File: src/rtl/periph_bus_arbiter_pkg.sv
// periph_bus_arbiter_pkg: shared state encodings, default widths and peripheral register map
package periph_bus_arbiter_pkg;
  localparam logic [1:0] IDLE = 2'd0;
  localparam logic [1:0] ACCESS = 2'd1;
  localparam logic [1:0] RESP = 2'd2;
  localparam int DEF_ADDR_W = 32;
  localparam int DEF_DATA_W = 32;
  localparam int LED_GPIO_REG = 0;
  localparam int GPIO_HI_REG = 1;
endpackage

File: src/rtl/periph_bus_arbiter_rr_arb2.sv
// rr_arb2: combinational two-way round-robin pick; a tie goes to the requester not served last
module rr_arb2 (
  input  logic [1:0] req,
  input  logic       last_srv,
  output logic       valid,
  output logic       winner
);
  always_comb begin
    valid = |req;
    winner = &req ? ~last_srv : req[1];
  end
endmodule

File: src/rtl/periph_bus_arbiter.sv
// periph_bus_arbiter: shares the single-port peripheral bus between two requesters, one transaction at a time
module periph_bus_arbiter
  import periph_bus_arbiter_pkg::*;
#(
  parameter int ADDR_W = DEF_ADDR_W,
  parameter int DATA_W = DEF_DATA_W
) (
  input  logic              clk,
  input  logic              rst,
  input  logic              req0,
  input  logic              wr0,
  input  logic [ADDR_W-1:0] addr0,
  input  logic [DATA_W-1:0] wdata0,
  output logic              gnt0,
  output logic              rvalid0,
  input  logic              req1,
  input  logic              wr1,
  input  logic [ADDR_W-1:0] addr1,
  input  logic [DATA_W-1:0] wdata1,
  output logic              gnt1,
  output logic              rvalid1,
  output logic [DATA_W-1:0] rdata,
  output logic              busy,
  output logic [ADDR_W-1:0] p_addr,
  output logic              p_wr,
  output logic [DATA_W-1:0] p_wdata,
  input  logic [DATA_W-1:0] p_rdata
);
  logic [1:0] state;
  logic sel, wr_q, last_srv, valid, winner;
  logic [ADDR_W-1:0] addr_q;
  logic [DATA_W-1:0] wdata_q;
  rr_arb2 u_arb (
    .req({req1, req0}),
    .last_srv(last_srv),
    .valid(valid),
    .winner(winner)
  );
  always_ff @(posedge clk or posedge rst) begin
    if (rst) begin
      state <= IDLE;
      sel <= 1'b0;
      wr_q <= 1'b0;
      addr_q <= '0;
      wdata_q <= '0;
      last_srv <= 1'b1;
      rdata <= '0;
    end else begin
      state <= state == IDLE ? (valid ? ACCESS : IDLE) : state == ACCESS ? RESP : IDLE;
      if (state == IDLE && valid) begin
        sel <= winner;
        last_srv <= winner;
        wr_q <= winner ? wr1 : wr0;
        addr_q <= winner ? addr1 : addr0;
        wdata_q <= winner ? wdata1 : wdata0;
      end
      if (state == ACCESS && !wr_q) rdata <= p_rdata;
    end
  end
  // strobes decode straight from state so an async reset drops them at once
  always_comb begin
    gnt0 = state == ACCESS && !sel;
    gnt1 = state == ACCESS && sel;
    rvalid0 = state == RESP && !sel;
    rvalid1 = state == RESP && sel;
    busy = state != IDLE;
    p_wr = state == ACCESS && wr_q;
    p_addr = addr_q;
    p_wdata = wdata_q;
  end
endmodule

File: config.mk
export PLATFORM = sky130hd
export DESIGN_NAME = periph_bus_arbiter
export DESIGN_NICKNAME = d
export VERILOG_FILES = /design/src/rtl/periph_bus_arbiter_pkg.sv /design/src/rtl/periph_bus_arbiter_rr_arb2.sv /design/src/rtl/periph_bus_arbiter.sv
export SDC_FILE = /design/constraint.sdc
export NUM_CORES = 1
export LEC_CHECK = 0
export BUFFER_PORTS_ARGS = -buffer_cell sky130_fd_sc_hd__buf_2
export CAP_MARGIN = 40
export CORE_ASPECT_RATIO = 1.75
export CORE_MARGIN = 2
export CORE_UTILIZATION = 45
export DETAILED_ROUTE_END_ITERATION = 8
export PLACE_DENSITY = 0.81
export SLEW_MARGIN = 20
export SYNTH_ARGS = -nofsm -noshare
export SYNTH_HDL_FRONTEND = slang
export SYNTH_SLANG_ARGS = --single-unit
File: constraint.sdc
create_clock -name clk -period 4.51 [get_ports clk]
set_clock_uncertainty 0.05 [all_clocks]
set_input_delay 0.6765 -clock clk [delete_from_list [all_inputs] [get_ports clk]]
set_output_delay 0.6765 -clock clk [all_outputs]
set_load 0.01 [all_outputs]
==> reports/metrics.yaml <==
pwr:
  leakage_nw: 3.10
  powerDensity_nw_per_um2: 717
  ir_drop_uv: 474
yosys:
  yosys_warnings: 0
  synth-simple-area-share_pct: 6.53
  synth_xor_area_share_pct: 0
  synth_fa_ha_area_share_pct: 0
  synth-seq-cells: 101
  syn-num-nets: 549
  synth_top_family_by_area: "compound AO/OA/AOI/OAI gates"
  muxShareOfSynthArea_pct: 7.99
  syn-instance-count: 383
  synth_compound_area_share_pct: 27.2
  avgSynthCellArea_sq_um: 12.5
  synth_area_sq_um: 4790
  ys_seq_area_share_pct: 52.8
  yosysUniqueCellTypes: 26
clock_tree:
  clock_latency_ns: 0.33
  cts.sink_count: 101
  cts_buffers: 9
  cts.repair.resized: 0
  clkSlewWorstSetupHoldPaths_ns: 0.07
  root_buffer: "clkbuf_16"
  cts.path.max_buffers: 2
  htree_num_levels: 3
  post_cts_buffers: 0
  cts_tree: "done"
  cts_hold_buffers: 0
critical_path:
  critPathSlowestCell: "buf_4"
  cp.required_ns: 3.78
  critPathLaunchType: "flop"
  path_max_fanout: 66
  slowest_delay_ns: 0.64
  end_kind: "output port"
  crit_type: "reg2out"
  crit_chain: "or2_2 > buf_4 > buf_2"
  worst_path_dominant_cell_family: "buffers and inverters"
  critPathBufInv: 2
  arrival_ns: 1.85
die:
  die_h_microns: 141
  die_area_sq_um: 11500
  fp-row-count: 49
  core_area_sq_um: 10300
  start_util_pct: 46.5
  boundaryPins: 268
  fp.dieW_microns: 82.0
route:
  drc: 0
  vias: 4296
  viasPerCell: 5.62
  ant_nets: 0
  drtIter0Drc: 185
  finalWirelength_microns: 13900
  drt-pass1-iter-count: 5
  avgRoutedWirePerCell_microns: 18.2
grt:
  grt_first_pass_wirelength_microns: 21400
  antenna_found_initial: 0
  grt_max_degree: 67
  overflow: 0
  first_global_vias: 4579
  grt.total_usage_pct: 23.9
layout:
  final_util_pct: 62.9
  nNetsFinal: 798
  area_delta_synth_final_pct: 35.2
  stdcell_area_sq_um: 6480
  drive_gt1_share_pct: 58.2
  antennaDiodeCount: 0
  layout.cells.non_filler: 764
timing:
  maxSlewHeadroom_pct: 43.6
  fmax_mhz: 389
  drv_slew: 0
  hold_violations: 0
  min_period_ns: 2.57
  rsz0062_at_grt: "false"
  min_period_over_period_pct: 57.1
  finalSetupViolations: 0
  tightest_slew_ns: 0.846
  fin_setup_tns_ns: 0
  setup_slack_ns: 1.94
run:
  drv_cap: 0
placement:
  dpl.cell_count: 747
  place_ws_ns: 2.11
  port-buffer-count: 267
  globalplace.congestion: 0.789
  hpwl_microns: 10000
  post_dp_cell_area_sq_um: 6150
min_path:
  hp-class: "in2async"
outcome:
  status: "finished clean"
[flip-flops by register name, summed over array words and instances (netlist names)]
| name | cells |
|---|---|
| p_addr | 32 |
| wr_q | 1 |
| p_wdata | 32 |
| rdata | 32 |
| sel | 1 |
| state | 2 |
| last_srv | 1 |
[cell usage after synthesis]
master	instances	area, sq um
a211oi_1	45	338
a211oi_2	20	250
a21bo_2	1	10.0
a21boi_2	1	11.3
a2bb2oi_1	45	394
a2bb2oi_2	20	300
and2_1	2	12.5
and3b_1	1	8.76
buf_1	1	3.75
buf_12	2	40.0
buf_2	18	90.1
buf_4	3	22.5
buf_6	6	67.6
clkbuf_1	9	33.8
dfrtp_1	100	2500
dfstp_2	1	26.3
inv_1	2	7.51
mux2_1	4	45.0
mux2_2	30	338
nand2_1	65	244
nand2b_1	1	6.26
nor2_1	1	3.75
nor2_2	2	12.5
nor2_4	1	11.3
nor3b_1	1	7.51
or2_1	1	6.26
[logic make-up (layout without fill, tap and decap cells)]
logic type	count (synthesis)	in the layout
AOI/OAI and AO/OA	132	132
DFF	101	101
and+or+nand+nor	75	75
buffers and inverters	41	295
muxes	34	34
[stage by stage]
stage,hold slack (ns),total power [mW]
finish,0.180,4.65
global route,0.174,4.92
detailed placement,0.438,3.87
CTS,0.455,4.67
global placement,0.425,3.75
floorplan,0.461,3.14
[layout make-up]
class                           count  area (sq um)
Inverter                            2          10.0
Tap cell                          127           159
Clock buffer                        9           225
Fill cell                         836          3820
Multi-Input combinational cell    241          2010
Sequential cell                   101          2530
Clock inverter                      7          80.1
Timing Repair Buffer              277          1460
[path summary, 6_finish.rpt]
path	cells after the start	startpoint	to	slack, ns
max reg2reg	4	last_srv$_DFFE_PP1P_	p_wdata[0]$_DFFE_PP0P_	2.41
min	2	rst	rdata[8]$_DFFE_PP0P_	0.18
max	3	state[0]$_DFF_PP0_	busy	1.94
min reg2reg	1	rdata[23]$_DFFE_PP0P_	rdata[23]$_DFFE_PP0P_	0.45
max in group asynchronous	4	rst	p_addr[27]$_DFFE_PP0P_	3.18
min in group clk	1	rdata[23]$_DFFE_PP0P_	rdata[23]$_DFFE_PP0P_	0.45
[layout by cell type, fill, tap and decap left out, types with 2 or more instances in the layout]
cell type	netlist	final
inv_6	0	2
clkbuf_16	0	9
and2_1	2	2
buf_16	0	2
a211oi_2	20	20
dfrtp_1	100	100
a2bb2oi_1	45	45
buf_2	18	267
mux2_1	4	4
nor2_4	1	2
nand2_1	65	65
mux2_2	30	30
a211oi_1	45	45
buf_4	3	7
a2bb2oi_2	20	20
[per-layer routing]
metal | share of wire [%] | wire, microns | vias to the layer above | global-route usage, %
met3 | 7.4 | 1030 | 36 | 5.48
li1 | - | - | 1928 | -
met5 | 0 | 0 | - | 0
met2 | 53 | 7360 | 244 | 41.9
met1 | 37 | 5130 | 2088 | 27.0
met4 | 2.6 | 368 | 0 | 10.4
[where the power goes]
group	switching [mW]	leakage [nW]	total, mW	internal [mW]
sequential	0.292	1.15	1.67	1.38
combinational	1.09	1.80	2.19	1.10
clock	0.349	0.148	0.787	0.438
total	1.73	3.10	4.65	2.91
Power figures use the tool's default switching activity.
